[config.mk]
export PLATFORM = sky130hd
export DESIGN_NAME = pwm_duty_decoder
export DESIGN_NICKNAME = d
export VERILOG_FILES = /design/src/rtl/pwm_dec_pkg.sv /design/src/rtl/pwm_dec_div.sv /design/src/rtl/pwm_duty_decoder.sv
export SDC_FILE = /design/constraint.sdc
export NUM_CORES = 1
export LEC_CHECK = 0
export BUFFER_PORTS_ARGS = -buffer_cell sky130_fd_sc_hd__buf_2
export CORE_MARGIN = 4
export CORE_UTILIZATION = 30
export CTS_CLUSTER_SIZE = 10
export DETAILED_ROUTE_END_ITERATION = 10
export PLACE_DENSITY = 0.42
export SYNTH_ARGS = -nofsm -noshare
export SYNTH_HDL_FRONTEND = slang
export SYNTH_SLANG_ARGS = --single-unit
[constraint.sdc]
create_clock -name clk -period 8.88 [get_ports clk]
set_input_delay 0.444 -clock clk [delete_from_list [all_inputs] [get_ports clk]]
set_output_delay 0.444 -clock clk [all_outputs]
set_load 0.05 [all_outputs]
[src/rtl/pwm_dec_pkg.sv]
// Shared types and constants for the PWM duty decoder.
package pwm_dec_pkg;

  typedef enum logic [1:0] {
    IDLE,
    ARMED,
    DIV
  } state_t;

  localparam int unsigned DUTY_MAX = 10;
  localparam int unsigned DUTY_W   = 4;

  function automatic logic [DUTY_W-1:0] cap_duty(input logic [DUTY_W-1:0] q);
    return (q > DUTY_W'(DUTY_MAX)) ? DUTY_W'(DUTY_MAX) : q;
  endfunction

endpackage

[src/rtl/pwm_dec_div.sv]
// Four-iteration restoring divider: one quotient bit per cycle, MSB first.
// done is asserted during the last iteration, with q already holding all four bits.
module pwm_dec_div #(
  parameter int unsigned CNT_W = 16
) (
  input  logic             clk,
  input  logic             rst_n,
  input  logic             start,
  input  logic [CNT_W+3:0] dividend,
  input  logic [CNT_W-1:0] divisor,
  output logic             busy,
  output logic             done,
  output logic [3:0]       q
);

  logic [CNT_W+3:0] rem;
  logic [CNT_W-1:0] dvs;
  logic [2:0]       q_hi;
  logic [1:0]       step;
  logic [CNT_W+4:0] shifted;
  logic [CNT_W+4:0] trial;
  logic             bit_now;

  always_comb begin
    shifted = {5'b0, dvs} << (2'd3 - step);
    trial   = {1'b0, rem} - shifted;
    bit_now = ~trial[CNT_W+4];
    done    = busy && (step == 2'd3);
    q       = {q_hi, bit_now};
  end

  always_ff @(posedge clk or negedge rst_n) begin
    if (!rst_n) begin
      rem  <= '0;
      dvs  <= '0;
      q_hi <= '0;
      step <= '0;
      busy <= 1'b0;
    end else if (busy) begin
      if (bit_now) rem <= trial[CNT_W+3:0];
      q_hi <= {q_hi[1:0], bit_now};
      step <= step + 2'd1;
      if (step == 2'd3) busy <= 1'b0;
    end else if (start) begin
      rem  <= dividend;
      dvs  <= divisor;
      q_hi <= '0;
      step <= '0;
      busy <= 1'b1;
    end
  end

endmodule

[src/rtl/pwm_duty_decoder.sv]
// Measures period/high time of an external PWM line and reports duty in tenths.
// Optional glitch filter on the synchronized line: define PWM_DEC_GLITCH_FILTER_EN.
module pwm_duty_decoder
  import pwm_dec_pkg::*;
#(
  parameter int unsigned CNT_W    = 16,
  parameter int unsigned TIMEOUT  = 1000,
  parameter int unsigned FILT_LEN = 3
) (
  input  logic              clk,
  input  logic              rst_n,
  input  logic              pwm_in,
  input  logic              clr_ovr,
  output logic              meas_valid,
  output logic [CNT_W-1:0]  period_out,
  output logic [CNT_W-1:0]  high_out,
  output logic [DUTY_W-1:0] duty_tenths,
  output logic              stuck,
  output logic              overrun
);

  if (TIMEOUT >= (64'd1 << CNT_W) || FILT_LEN < 1) begin : g_bad_params
    $error("pwm_duty_decoder: TIMEOUT must be < 2**CNT_W and FILT_LEN >= 1");
  end

  localparam logic [CNT_W-1:0] CNT_MAX = '1;
  localparam logic [CNT_W-1:0] TMO     = CNT_W'(TIMEOUT);

  logic s1, s;
  logic lvl, lvl_prev;
  logic rise, fall;

  always_ff @(posedge clk or negedge rst_n) begin
    if (!rst_n) begin
      s1 <= 1'b0;
      s  <= 1'b0;
    end else begin
      s1 <= pwm_in;
      s  <= s1;
    end
  end

`ifdef PWM_DEC_GLITCH_FILTER_EN
  localparam int unsigned FC_W = $clog2(FILT_LEN) + 1;
  logic [FC_W-1:0] fcnt;

  // fcnt counts consecutive samples that disagree with the accepted level
  always_ff @(posedge clk or negedge rst_n) begin
    if (!rst_n) begin
      lvl  <= 1'b0;
      fcnt <= '0;
    end else if (s == lvl) begin
      fcnt <= '0;
    end else if (fcnt == FC_W'(FILT_LEN - 1)) begin
      lvl  <= s;
      fcnt <= '0;
    end else begin
      fcnt <= fcnt + 1'b1;
    end
  end
`else
  always_comb lvl = s;
`endif

  always_ff @(posedge clk or negedge rst_n) begin
    if (!rst_n) lvl_prev <= 1'b0;
    else        lvl_prev <= lvl;
  end

  assign rise = lvl & ~lvl_prev;
  assign fall = ~lvl & lvl_prev;

  state_t           state, state_nxt;
  logic [CNT_W-1:0] per_cnt, hi_cnt;
  logic [CNT_W-1:0] per_lat, hi_lat;
  logic             hi_run;
  logic             timed_out;
  logic             tmo_cond, tmo_hit, div_start, ovr_set;
  logic             div_busy, div_done;
  logic [3:0]       div_q;
  logic [CNT_W+3:0] dividend;

  assign dividend = ({4'b0, hi_cnt} << 3) + ({4'b0, hi_cnt} << 1);
  assign tmo_cond = !timed_out && (per_cnt == TMO);

  always_comb begin
    state_nxt = state;
    div_start = 1'b0;
    ovr_set   = 1'b0;
    tmo_hit   = 1'b0;
    case (state)
      IDLE: begin
        if (rise)          state_nxt = ARMED;
        else if (tmo_cond) tmo_hit   = 1'b1;
      end
      ARMED: begin
        if (rise) begin
          if (div_busy) begin
            ovr_set = 1'b1;
          end else begin
            div_start = 1'b1;
            state_nxt = DIV;
          end
        end else if (tmo_cond) begin
          tmo_hit   = 1'b1;
          state_nxt = IDLE;
        end
      end
      DIV: begin
        if (rise)     ovr_set   = 1'b1;
        if (div_done) state_nxt = ARMED;
      end
      default: state_nxt = IDLE;
    endcase
  end

  always_ff @(posedge clk or negedge rst_n) begin
    if (!rst_n) state <= IDLE;
    else        state <= state_nxt;
  end

  // Counters restart on every rise, including dropped ones, so the next period stays valid
  always_ff @(posedge clk or negedge rst_n) begin
    if (!rst_n) begin
      per_cnt   <= '0;
      hi_cnt    <= '0;
      hi_run    <= 1'b0;
      timed_out <= 1'b0;
    end else begin
      if (rise)                    per_cnt <= CNT_W'(1);
      else if (tmo_hit)            per_cnt <= '0;
      else if (per_cnt != CNT_MAX) per_cnt <= per_cnt + 1'b1;

      if (rise) begin
        hi_cnt <= CNT_W'(1);
        hi_run <= 1'b1;
      end else if (fall) begin
        hi_run <= 1'b0;
      end else if (hi_run && hi_cnt != CNT_MAX) begin
        hi_cnt <= hi_cnt + 1'b1;
      end

      if (rise)         timed_out <= 1'b0;
      else if (tmo_hit) timed_out <= 1'b1;
    end
  end

  always_ff @(posedge clk or negedge rst_n) begin
    if (!rst_n) begin
      per_lat <= '0;
      hi_lat  <= '0;
    end else if (div_start) begin
      per_lat <= per_cnt;
      hi_lat  <= hi_cnt;
    end
  end

  pwm_dec_div #(
    .CNT_W (CNT_W)
  ) u_div (
    .clk      (clk),
    .rst_n    (rst_n),
    .start    (div_start),
    .dividend (dividend),
    .divisor  (per_cnt),
    .busy     (div_busy),
    .done     (div_done),
    .q        (div_q)
  );

  always_ff @(posedge clk or negedge rst_n) begin
    if (!rst_n) begin
      meas_valid  <= 1'b0;
      period_out  <= '0;
      high_out    <= '0;
      duty_tenths <= '0;
      stuck       <= 1'b0;
      overrun     <= 1'b0;
    end else begin
      meas_valid <= 1'b0;
      if (div_done) begin
        meas_valid  <= 1'b1;
        period_out  <= per_lat;
        high_out    <= hi_lat;
        duty_tenths <= cap_duty(div_q);
        stuck       <= 1'b0;
      end else if (tmo_hit) begin
        meas_valid  <= 1'b1;
        period_out  <= '0;
        high_out    <= '0;
        duty_tenths <= lvl ? DUTY_W'(DUTY_MAX) : '0;
        stuck       <= 1'b1;
      end

      if (ovr_set)      overrun <= 1'b1;
      else if (clr_ovr) overrun <= 1'b0;
    end
  end

endmodule

Yosys cells after proc, flatten, opt, wreduce, memory -nomap -nowiden
Cells that the tools add are included.

Bits in registers: 152. Bits of input ports: 4. Output and inout port bits: 39. Logic and storage cells: 112.

Add/sub/neg operators: 6. Order comparisons: 1. Equal/unequal tests: 12. Shifts and indexed selects: 1. Mux-type cells: 48. Bitwise gates (word level): 6. Reduce and logical (&&, ||, !) cells: 17.

Operator list (number): 16-bit 2-to-1 mux (9); 20-bit 2-to-1 mux (3); 16-bit by 1-bit adder with 16-bit output, second input constant (2); 16-bit inequality test, second input constant (2); 1-bit 2-to-1 mux (21); 16-bit by 2-bit << shifter with 21-bit output (1); 20-bit by 21-bit subtractor with 21-bit output (1); 19-bit by 17-bit adder with 20-bit output (1); 16-bit by 10-bit == test with 1-bit output, second input constant (1); 4-bit 2-to-1 mux (4); 2-bit 2-to-1 mux (7); 2-bit nonzero test (6); 2-bit inequality test, second input constant (4); 3-bit 2-to-1 mux (2); 3-bit inequality test, second input constant (2); 2-bit one-hot mux with 3 select lines (1); 2-bit AND reduction (3); 2-bit == test, second input constant (2); 4-bit greater-than comparator, second input constant (1); 1-bit NOT (4); 4-bit AND reduction (1); 1-bit logical AND (3); 3-bit nonzero test (1); 2-bit by 1-bit adder with 2-bit output, second input constant (1); other kinds (7) (8).

Depth between registers and ports, before layout
Depth after elaboration: 7. Gate-level depth with buffers: 15.

Cells and area by module
Synthesis repeated with hierarchy kept, for this count alone.

Cell total of the unflattened synthesis: 1028. Area, all modules: 8958.6 um^2.

Modules (own cells, without submodules): pwm_duty_decoder (times used 1, cells each 650, area each 5696.7 um^2, seq. area each 2752.6 um^2); pwm_dec_div (times used 1, cells each 378, area each 3261.9 um^2, seq. area each 1051.0 um^2).

Least setup slack after synthesis
OpenSTA, ideal clock, no wires.

Kind: register -> register. From: reg u_div.step[0]. To: reg u_div.rem[10]. Arrival: 3.292 ns. Setup slack: 5.510 ns. Stages on the path, launching flop included: 15. Buffers on the path: 2. Period minus slack after synthesis: 3.370 ns. Cell sequence: dfrtp_1 -> clkbuf_1 -> buf_1 -> mux2_2 -> nand2_1 -> inv_1 -> fa_1 -> nor2b_1 -> o31ai_1 -> a211o_1 -> a21boi_1 -> nor3b_1 -> a311oi_1 -> o211ai_1 -> a21oi_1.

Longest elaborated chain between the ends: 5.

Ends and longest elaborated chain: from (decl) (line pwm_dec_div.sv:19) `logic [1:0] step;`; from (signal assigned) (line pwm_dec_div.sv:42) `step <= step + 2'd1;`; 2-bit subtractor * (line pwm_dec_div.sv:25) `shifted = {5'b0, dvs} << (2'd3 - step);`; 16-bit by 2-bit << shifter with 21-bit output * (line pwm_dec_div.sv:25); 20-bit by 21-bit subtractor with 21-bit output * (line pwm_dec_div.sv:26) `trial = {1'b0, rem} - shifted;`; 2-bit inequality test (no line) / 20-bit 2-to-1 mux (equally long branches); 2-bit AND reduction (no line) / 20-bit 2-to-1 mux (equally long branches); to (signal assigned) (line pwm_dec_div.sv:40) `if (bit_now) rem <= trial[CNT_W+3:0];`; to (signal assigned) (line pwm_dec_div.sv:45) `rem <= dividend;`; to (decl) (line pwm_dec_div.sv:16) `logic [CNT_W+3:0] rem;`.

Every way passes the cells marked *; elsewhere a longest branch is shown, timed or not. The select of a mux whose other input is x is not followed. A chain may end at the register's enable or synchronous reset.

Worst setup path after layout
From: reg u_div.step[0]. To: reg u_div.rem[18].

The elaborated chain is that of the path after synthesis.

==> qor.json <==
{
  "status": "finished clean",
  "cts_hold_buf": 0,
  "synthesized_netlist_cell_count": 964,
  "grt_start_max_net_pins": 95,
  "final.setup.worst_slack_ns": 5.13,
  "worst_ep_arrival_time_ns": 4.05,
  "syn-cell-area_mm2": 0.00853,
  "grt_overflow": 0,
  "num-nets-final": 1039,
  "cts_num_sinks": 152,
  "post_synth_main_area_contributors": "sky130_fd_sc_hd__dfrtp_1, sky130_fd_sc_hd__nand2_1, sky130_fd_sc_hd__ha_1",
  "period_needed_ns": 3.75,
  "post_cts_buffers": 0,
  "floorplan.core_area_mm2": 0.0279,
  "timing.critical_path.required_ns": 9.18,
  "r2r_cells": 12,
  "irDropWorstVdd_mv": 0.133,
  "detail_route.wirelength_mm": 23.2,
  "netlist.top_cell.by_area": "sky130_fd_sc_hd__dfrtp_1",
  "post-synth-top-count-cell": "sky130_fd_sc_hd__nand2_1",
  "worst-slew-pin-transition_ns": 0.944,
  "synthDominantCellAreaShare_pct": 44.6,
  "synth_sequential_area_ratio_pct": 44.6,
  "cts.htree.levels": 4,
  "synth_warnings": 0,
  "tritoncts_clock_tree": "done",
  "synth.distinct_cells": 68,
  "timing.critical_path.from_type": "flop",
  "numCtsBuffers": 17,
  "stdcell_area_mm2": 0.00969,
  "max_stage_delay_ns": 0.95,
  "synth-seq-cells": 152,
  "cpMaxStageDelayCell": "sky130_fd_sc_hd__dfrtp_1",
  "critPathTopFamily": "flip-flops",
  "crit_path_cell_trace": "mux4_2 -> inv_1 -> ha_1 -> and4_1 -> nand3_1 -> a211oi_2 -> o21a_1 -> o21a_1 -> buf_4 -> nor2b_1 -> a21oi_1 -> o21ai_1",
  "timing.max_cap.violations": 0,
  "layout-drive-gt1-share_pct": 10.9,
  "die_area_mm2": 0.0312,
  "grt_setup_unrepaired": "false",
  "drt_first_iter_violations": 392,
  "count_of_unresolved_drc_violations_after_routing": 0,
  "grt_pass1_wl_mm": 38.0,
  "floorplan.rows": 61,
  "timing.slew.headroom_pct": 36.9,
  "grt_pass1_vias": 6808,
  "synth.net_count": 1013,
  "cpMostUsedCell": "sky130_fd_sc_hd__o21a_1",
  "final.setup.tns_ns": 0,
  "cts_repair_resize_count": 0,
  "grt_antenna_before_repair": 0,
  "start_util_pct": 30.5,
  "p_leak_uw": 0.00478,
  "grt_usage_pct": 15.3,
  "routed_length_per_instance_um": 16.8,
  "synth_top_cells_by_count": "sky130_fd_sc_hd__nand2_1, sky130_fd_sc_hd__dfrtp_1, sky130_fd_sc_hd__nor2_1",
  "worstHoldPathType": "in2async",
  "clock-root-buffer": "sky130_fd_sc_hd__clkbuf_16",
  "critPathCaptureType": "flop",
  "dp_slack_ns": 5.10,
  "num_vias": 6713,
  "syn-mean-instance-area_um2": 8.85,
  "gp_congestion": 0.796,
  "antenna_cells_inserted": 0,
  "io_pins": 43,
  "ys_async_sr_fraction_pct": 100,
  "dpl.hpwl_mm": 16.1,
  "hold_viol": 0,
  "drt-pass1-iter-count": 4,
  "fin_hold_ws_ns": 0.0756,
  "finClkSkew_ns": 0.0207,
  "finalCritPeriodShare_pct": 42.2,
  "dieWidth_um": 177,
  "syn2layout_area_growth_pct": 13.6,
  "cts.clk_slew.worst_paths_ns": 0.08,
  "die_h_um": 177,
  "ys_dominant_reg_cell": "sky130_fd_sc_hd__dfrtp_1",
  "buffer_ports.inserted": 42,
  "setup_violations": 0,
  "clkLatencyLatePin_ns": 0.43,
  "max_freq_mhz": 267,
  "dpl_cell_area_mm2": 0.00911,
  "fin_util_pct": 34.7,
  "slew_violations": 0,
  "pwr_density_cell_mw_per_mm2": 312,
  "cts.path.max_buffers": 2,
  "critical_path_depth": 12,
  "final_antenna_net_count": 0,
  "synth_enable_flop_cells": 0,
  "routed_via_density": 4.86,
  "crit_type": "reg2reg",
  "cp_num_buf_inv": 2,
  "maximum_fanout_count_along_the_critical_path": 34
}
## routing by layer
metal / vias to the layer above / global-route usage [%] / share of wire, %
li1: 3368 / - / -
met1: 3257 / 22.3 / 52
met2: 77 / 24.2 / 45
met3: 11 / 2.16 / 2.3
met4: 0 / 3.55 / 0.85
met5: - / 0 / 0
## kinds of logic after synthesis
kind of cell	Yosys count	synth area share (%)
AND/OR/NAND/NOR	452	23.5
AO/OA/AOI/OAI	171	13.3
flip-flops	152	44.6
buffers and inverters	79	3.61
adder cells (fa/ha/maj)	45	6.78
XOR/XNOR	41	4.21
multiplexers	24	3.93
## worst reg2reg max path: stages, from the launching register on
cell,delay [ns]
sky130_fd_sc_hd__dfrtp_1,0.95
sky130_fd_sc_hd__mux4_2,0.60
sky130_fd_sc_hd__inv_1,0.07
sky130_fd_sc_hd__ha_1,0.30
sky130_fd_sc_hd__and4_1,0.30
sky130_fd_sc_hd__nand3_1,0.13
sky130_fd_sc_hd__a211oi_2,0.33
sky130_fd_sc_hd__o21a_1,0.18
sky130_fd_sc_hd__o21a_1,0.16
sky130_fd_sc_hd__buf_4,0.34
sky130_fd_sc_hd__nor2b_1,0.10
sky130_fd_sc_hd__a21oi_1,0.12
sky130_fd_sc_hd__o21ai_1,0.08
## report_power, final
part	leakage, µW	internal, µW	switching (µW)	total (µW)
registers	0.00202	829	158	987
clock network	0.000287	398	340	738
logic	0.00247	509	788	1300
total	0.00478	1740	1290	3020
## worst paths after layout
check	start	to	slack [ns]
hold / removal	rst_n	high_out[10]	0.08
setup / recovery	u_div.step[0]	u_div.rem[18]	5.13
max in group asynchronous	rst_n	u_div.busy	7.39
min in group clk	pwm_in	s1	0.12
setup reg to reg	u_div.step[0]	u_div.rem[18]	5.13
hold reg to reg	s1	lvl	0.36
## layout make-up
cell class / count / area (µm²)
clock buffer: 17 / 425
inverter: 38 / 143
clock inverter: 15 / 159
fill: 2996 / 18200
sequential: 152 / 3800
tap: 378 / 473
multi-input combinational: 733 / 4430
timing repair buffer: 48 / 262
## state kept, by name (all words and copies together) (netlist names), 16 cells and up
register	flops
high_out	16
period_out	16
u_div.dvs	16
per_lat	16
per_cnt	16
u_div.rem	20
hi_lat	16
hi_cnt	16
## stage by stage
stage                     total power, µW  std cells
after floorplan                      1990        964
after global placement               2310       1349
after detailed placement             2300       1349
after CTS                            3060       1381
after global routing                 3260       1381
final                                3020       1381
## cell usage in the layout (no fill, tap or decap), types with 6 or more instances in the layout
master	netlist	routed
sky130_fd_sc_hd__nand2_1	236	235
sky130_fd_sc_hd__dfrtp_1	152	152
sky130_fd_sc_hd__nor2_1	76	75
sky130_fd_sc_hd__nand3_1	63	63
sky130_fd_sc_hd__a21oi_1	49	49
sky130_fd_sc_hd__ha_1	43	43
sky130_fd_sc_hd__buf_2	6	41
sky130_fd_sc_hd__inv_1	36	36
sky130_fd_sc_hd__o21ai_0	27	27
sky130_fd_sc_hd__xor2_1	26	26
sky130_fd_sc_hd__clkbuf_16	0	17
sky130_fd_sc_hd__xnor2_1	15	15
sky130_fd_sc_hd__and3_1	12	12
sky130_fd_sc_hd__mux2i_1	11	11
sky130_fd_sc_hd__a31oi_1	11	11
sky130_fd_sc_hd__nor3_1	11	11
sky130_fd_sc_hd__a21o_1	11	11
sky130_fd_sc_hd__o21a_1	11	11
sky130_fd_sc_hd__a211oi_1	10	10
sky130_fd_sc_hd__nor2b_1	9	9
sky130_fd_sc_hd__o21ai_1	9	9
sky130_fd_sc_hd__mux4_2	7	7
sky130_fd_sc_hd__nand2b_1	7	7
sky130_fd_sc_hd__mux2_2	6	6
sky130_fd_sc_hd__nand4_1	6	6
sky130_fd_sc_hd__and2_1	6	6
sky130_fd_sc_hd__buf_4	1	6
(Power assumes the default switching activity.)
